## config.mk

```make
export PLATFORM = sky130hd
export DESIGN_NAME = irq_capture_arbiter_flat
export DESIGN_NICKNAME = d
export VERILOG_FILES = /design/src/rtl/irq_capture_arbiter_if.sv /design/src/rtl/irq_capture_arbiter.sv /design/src/flat_wrapper.sv
export SDC_FILE = /design/constraint.sdc
export NUM_CORES = 1
export LEC_CHECK = 0
export ABC_AREA = 0
export CAP_MARGIN = 20
export CORE_MARGIN = 2
export CORE_UTILIZATION = 54
export CTS_CLUSTER_SIZE = 40
export DETAILED_ROUTE_END_ITERATION = 10
export DONT_BUFFER_PORTS = 1
export PLACE_DENSITY = 0.69
export SETUP_SLACK_MARGIN = 0.5
export SLEW_MARGIN = 20
export SYNTH_ARGS = -nofsm -noshare
export SYNTH_HDL_FRONTEND = slang
export SYNTH_SLANG_ARGS = --single-unit
```

## constraint.sdc

```tcl
create_clock -name clk -period 1.76 [get_ports clk]
set_clock_uncertainty 0.1 [all_clocks]
set_input_delay 0.352 -clock clk [delete_from_list [all_inputs] [get_ports clk]]
set_output_delay 0.352 -clock clk [all_outputs]
set_load 0.1 [all_outputs]
```

## src/rtl/irq_capture_arbiter_if.sv

```systemverilog
// irq_capture_arbiter_if: request/mask inputs and one-hot grant handshake toward the encoder
interface irq_capture_arbiter_if;
    logic [7:0] req;
    logic [7:0] mask;
    logic [7:0] grant_onehot;
    logic [2:0] grant_code;
    logic       grant_valid;
    logic       grant_ready;
    logic [7:0] pending;
    modport master (
        input  req, mask, grant_ready,
        output grant_onehot, grant_code, grant_valid, pending
    );
    modport slave (
        output req, mask, grant_ready,
        input  grant_onehot, grant_code, grant_valid, pending
    );
endinterface

```

## src/rtl/irq_capture_arbiter.sv

```systemverilog
// irq_capture_arbiter: captures request rising edges into sticky pending bits and offers one line at a time
module irq_capture_arbiter #(
    parameter bit RR_EN = 1'b0
) (
    input logic clk,
    input logic reset,
    irq_capture_arbiter_if.master bus
);
    typedef enum logic {IDLE, OFFER} state_t;
    state_t     state_q, state_d;
    logic [7:0] req_prev_q, pending_q, pending_d, onehot_q, onehot_d;
    logic [7:0] rise, clr, eligible;
    logic [2:0] code_q, code_d, rr_ptr_q, rr_ptr_d, sel, idx;
    logic       valid_q, valid_d, accept;

    assign rise      = bus.req & ~req_prev_q;
    assign accept    = (state_q == OFFER) && valid_q && bus.grant_ready;
    assign clr       = accept ? onehot_q : 8'd0;
    assign pending_d = (pending_q & ~clr) | rise;
    assign eligible  = pending_q & ~bus.mask;

    // Later loop iterations overwrite earlier ones, so the last hit is the winner
    always_comb begin
        sel = 3'd0;
        idx = 3'd0;
        if (RR_EN) begin
            for (int k = 8; k >= 1; k--) begin
                idx = rr_ptr_q + 3'(k);
                if (eligible[idx]) sel = idx;
            end
        end else begin
            for (int i = 0; i < 8; i++) if (eligible[i]) sel = 3'(i);
        end
    end

    always_comb begin
        state_d  = state_q;
        onehot_d = onehot_q;
        code_d   = code_q;
        valid_d  = valid_q;
        rr_ptr_d = rr_ptr_q;
        if (state_q == IDLE && eligible != 8'd0) begin
            state_d  = OFFER;
            onehot_d = 8'd1 << sel;
            code_d   = sel;
            valid_d  = 1'b1;
        end else if (accept) begin
            state_d  = IDLE;
            onehot_d = 8'd0;
            code_d   = 3'd0;
            valid_d  = 1'b0;
            rr_ptr_d = code_q;
        end
    end

    always_ff @(posedge clk) begin
        req_prev_q <= bus.req;
        if (reset) begin
            state_q   <= IDLE;
            pending_q <= 8'd0;
            onehot_q  <= 8'd0;
            code_q    <= 3'd0;
            valid_q   <= 1'b0;
            rr_ptr_q  <= 3'd7;
        end else begin
            state_q   <= state_d;
            pending_q <= pending_d;
            onehot_q  <= onehot_d;
            code_q    <= code_d;
            valid_q   <= valid_d;
            rr_ptr_q  <= rr_ptr_d;
        end
    end

    assign bus.grant_onehot = onehot_q;
    assign bus.grant_code   = code_q;
    assign bus.grant_valid  = valid_q;
    assign bus.pending      = pending_q;
endmodule
```

## src/flat_wrapper.sv

```systemverilog
// flat-port wrapper written by rule: the top's interface ports become plain ports
module irq_capture_arbiter_flat 
#(
    parameter bit RR_EN = 1'b0
)
  (clk, reset, bus_req, bus_mask, bus_grant_ready, bus_grant_onehot, bus_grant_code, bus_grant_valid, bus_pending);
  irq_capture_arbiter_if bus_i ();
  input logic clk;
  input logic reset;
  input wire logic [$bits(bus_i.req)-1:0] bus_req;
  input wire logic [$bits(bus_i.mask)-1:0] bus_mask;
  input wire logic [$bits(bus_i.grant_ready)-1:0] bus_grant_ready;
  output wire logic [$bits(bus_i.grant_onehot)-1:0] bus_grant_onehot;
  output wire logic [$bits(bus_i.grant_code)-1:0] bus_grant_code;
  output wire logic [$bits(bus_i.grant_valid)-1:0] bus_grant_valid;
  output wire logic [$bits(bus_i.pending)-1:0] bus_pending;
  assign bus_i.req = bus_req;
  assign bus_i.mask = bus_mask;
  assign bus_i.grant_ready = bus_grant_ready;
  assign bus_grant_onehot = bus_i.grant_onehot;
  assign bus_grant_code = bus_i.grant_code;
  assign bus_grant_valid = bus_i.grant_valid;
  assign bus_pending = bus_i.pending;
  irq_capture_arbiter #(.RR_EN(RR_EN)) u_core (.clk(clk), .reset(reset), .bus(bus_i));
endmodule
```

==> flow_metrics.env <==
export IMPL_reg2reg_slack_ps=-30
export IMPL_p_total_mw=1.75
export IMPL_root_buffer="clkbuf_4"
export IMPL_finalWorstSetupSlack_ps=-30.8
export IMPL_setup_viol=2
export IMPL_fin_area_um2=1780
export IMPL_grt_use_met3_pct=5.76
export IMPL_internal_power_mw=1.14
export IMPL_synth_seq_area_share_pct=49.3
export IMPL_synth_cell_types=33
export IMPL_diodes=0
export IMPL_cts_tree="yes"
export IMPL_irDropWorstVdd_mv=0.804
export IMPL_nets=178
export IMPL_via_per_inst=6.01
export IMPL_cts_buffer_depth=2
export IMPL_drt_iter0_markers=67
export IMPL_clockPowerShare_pct=24.4
export IMPL_syn_avg_cell_area_um2=9.56
export IMPL_min_path_type="input pin to flop"
export IMPL_grt_busiest_layer="met2"
export IMPL_start_util_pct=57.4
export IMPL_ant_nets=0
export IMPL_ys_ff_latch=28
export IMPL_fin_crit_sh_pct=102
export IMPL_yosysWarningCount=0
export IMPL_drc=0
export IMPL_grt_max_degree=18
export IMPL_fin_tns_setup_ps=-31.5
export IMPL_worstRegToRegCells=4
export IMPL_whs_path_depth=1
export IMPL_grtUsageMet1_pct=30.3
export IMPL_rsz0062_at_grt="true"
export IMPL_grt_overflow=0
export IMPL_hp_start="reset"
export IMPL_hold_violations=11
export IMPL_cp_data_arrival_time_ps=1960
export IMPL_grt_pass1_vias=1135
export IMPL_clk_pin_slew_worst_paths_ps=160
export IMPL_cp_required_ps=1930
export IMPL_antenna_found_initial=0
export IMPL_wl_per_cell_um=18.2
export IMPL_p_sw_share_pct=34.7
export IMPL_combPwrFrac_pct=32.1
export IMPL_violations="negative hold slack, negative setup slack"
export IMPL_dr_pass1_iters=4
export IMPL_synth_cells=119
export IMPL_rows=16
export IMPL_vias=1111
export IMPL_grt_pass1_wl_mm=5.00
export IMPL_die_width_um=49.9
export IMPL_syn_num_nets=138
export IMPL_final_core_utilization_pct=89.6
export IMPL_die_area_um2=2490
export IMPL_fp_coreArea_um2=1980
export IMPL_wl_mm=3.36
export IMPL_area_delta_synth_final_pct=56.2
export IMPL_htree_levels=1
export IMPL_final_max_slew_violation_count=0
export IMPL_outcome="complete, but fails checks"
export IMPL_critPathLaunchType="flop"
export IMPL_pre_cts_slack_ps=2.28
export IMPL_power_share_sequential_pct=43.5
export IMPL_min_to="u_core.bus.grant_onehot[7]$_SDFFE_PP0P_"
export IMPL_grt_usage_pct=26.1
export IMPL_io_buffers=0
export IMPL_crit_path_end_kind="flop"
export IMPL_io_pins=39
export IMPL_p_switching_mw=0.607
export IMPL_crit_type="flop to flop"
export IMPL_placed_area_um2=1330
export IMPL_period_minus_slack_ps=1790
export IMPL_drive_gt1_share_pct=42.4
export IMPL_hold_buffers=8
export IMPL_dp_cells=159
export IMPL_powerDensity_nw_per_um2=984
export IMPL_cp_max_fo=4
export IMPL_fmax_mhz=558
export IMPL_tightest_slew_ps=550
export IMPL_fill_cells=87
export IMPL_gp_congestion=0.805
export IMPL_rr_endpoint="u_core.bus.grant_code[2]$_SDFFE_PP0P_"
export IMPL_netlist_area_um2=1140
export IMPL_stdcell_count=185
export IMPL_numCtsBuffers=3
export IMPL_clk_latency_ps=330
export IMPL_reg2reg_from="u_core.bus.pending[1]$_SDFF_PP0_"
export IMPL_die_y_um=49.9
export IMPL_hpwl_mm=1.94
export IMPL_clock_sinks=28
export IMPL_relSlewSlack_pct=63.3
export IMPL_p_leak_nw=0.698
export IMPL_max_cap_viol_count=0
export IMPL_use_met2_pct=46.2
export IMPL_fin_hold_ws_ps=-49.3
## placed cells by master (no fill, tap or decap), types with 2 or more instances in the layout
| cell | n |
|---|---|
| a21oi_1 | 10 |
| a21oi_2 | 2 |
| a22o_1 | 2 |
| a32o_1 | 5 |
| buf_12 | 12 |
| buf_4 | 12 |
| buf_6 | 6 |
| clkbuf_4 | 3 |
| dfxtp_1 | 8 |
| dfxtp_2 | 11 |
| dfxtp_4 | 9 |
| dlygate4sd3_1 | 8 |
| inv_1 | 2 |
| nand2_1 | 12 |
| nand2b_1 | 7 |
| nor2_1 | 12 |
| nor2b_1 | 10 |
| nor2b_4 | 2 |
| nor3b_1 | 2 |
## how the worst max path moves through the flow
stage                                                 from                                       to  slack, ps  depth (start not counted)
after floorplan           u_core.bus.pending[1]$_SDFF_PP0_              u_core.state_q$_SDFFE_PP0P_       -100                          4
after global placement    u_core.bus.pending[1]$_SDFF_PP0_    u_core.bus.grant_code[2]$_SDFFE_PP0P_         30                          4
after detailed placement  u_core.bus.pending[1]$_SDFF_PP0_  u_core.bus.grant_onehot[7]$_SDFFE_PP0P_          2                          4
after CTS                 u_core.bus.pending[1]$_SDFF_PP0_    u_core.bus.grant_code[2]$_SDFFE_PP0P_         20                          4
after global routing      u_core.bus.pending[1]$_SDFF_PP0_    u_core.bus.grant_code[2]$_SDFFE_PP0P_        -80                          4
final                     u_core.bus.pending[1]$_SDFF_PP0_    u_core.bus.grant_code[2]$_SDFFE_PP0P_        -30                          4
## synthesized netlist by cell type
library cell | count | area share [%]
o221ai_1 | 1 | 0.77
a2111o_1 | 1 | 0.99
and2_1 | 1 | 0.55
a41oi_1 | 1 | 0.77
o31ai_1 | 1 | 0.66
or4b_1 | 1 | 0.88
nor3b_1 | 2 | 1.3
nor2b_1 | 11 | 6.1
nand2_1 | 12 | 4.0
o211a_1 | 1 | 0.88
o32ai_4 | 1 | 2.4
nor2_1 | 12 | 4.0
a31oi_1 | 1 | 0.55
dfxtp_1 | 28 | 49
o41a_1 | 1 | 0.99
nor2b_4 | 1 | 1.2
a211oi_2 | 1 | 1.1
a22o_1 | 2 | 1.5
o21ai_1 | 1 | 0.44
nand3_1 | 1 | 0.44
nand2b_1 | 7 | 3.9
nand2b_2 | 1 | 0.77
or4_4 | 1 | 0.99
a32o_1 | 5 | 4.4
a21oi_1 | 12 | 5.3
clkbuf_1 | 4 | 1.3
inv_1 | 2 | 0.66
o32ai_1 | 1 | 0.77
o221a_1 | 1 | 0.99
nor3_1 | 1 | 0.44
or3b_2 | 1 | 0.77
nor4_1 | 1 | 0.55
o21ai_0 | 1 | 0.44
## sequential cells by signal, summed over array words and instances, names as in the netlist
signal	flops
u_core.bus.grant_code	3
u_core.state_q	1
u_core.bus.grant_onehot	8
u_core.req_prev_q	8
u_core.bus.pending	8
## per-layer routing
layer | vias to the layer above | routed length, um
met3 | 8 | 214
met2 | 61 | 1740
li1 | 514 | -
met5 | - | 0
met1 | 528 | 1360
met4 | 0 | 46
## critical path, cell delays in order, from the launching register on
cell      delay [ps]
dfxtp_4          370
nor2b_4          120
a2111o_1         450
or4b_1           560
a21oi_2          140
## logic make-up after synthesis
group                  share of synthesized area [%]
AOI/OAI and AO/OA                               23.0
buffers and inverters                           1.98
DFF                                             49.3
and+or+nand+nor                                 25.7
## power by group through the flow
stage / Sequential (mW) / Combinational (mW) / Clock, mW
after detailed placement: 0.772 / 0.385 / 0
after global routing: 0.765 / 0.581 / 0.450
after global placement: 0.770 / 0.380 / 0
after floorplan: 0.942 / 0.148 / 0
after CTS: 0.761 / 0.501 / 0.427
final: 0.761 / 0.560 / 0.426
## timing repair
item                                    CTS  global route
buffers inserted                          7             6
pin swaps                                 3             3
endpoints found under the setup margin   33            38
gates cloned                              0             1
endpoints found under the hold margin    19            11
gates resized for setup                  44             9
## area by class of cell
cell class	instances	area (um2)	share of cell area, %
Tap cell	27	33.8	1.90
Clock inverter	1	30.0	1.69
Clock buffer	3	22.5	1.27
Multi-Input combinational cell	86	597	33.6
Sequential cell	28	608	34.2
Inverter	2	7.51	0.423
Timing Repair Buffer	38	478	26.9
Power figures use the tool's default switching activity.
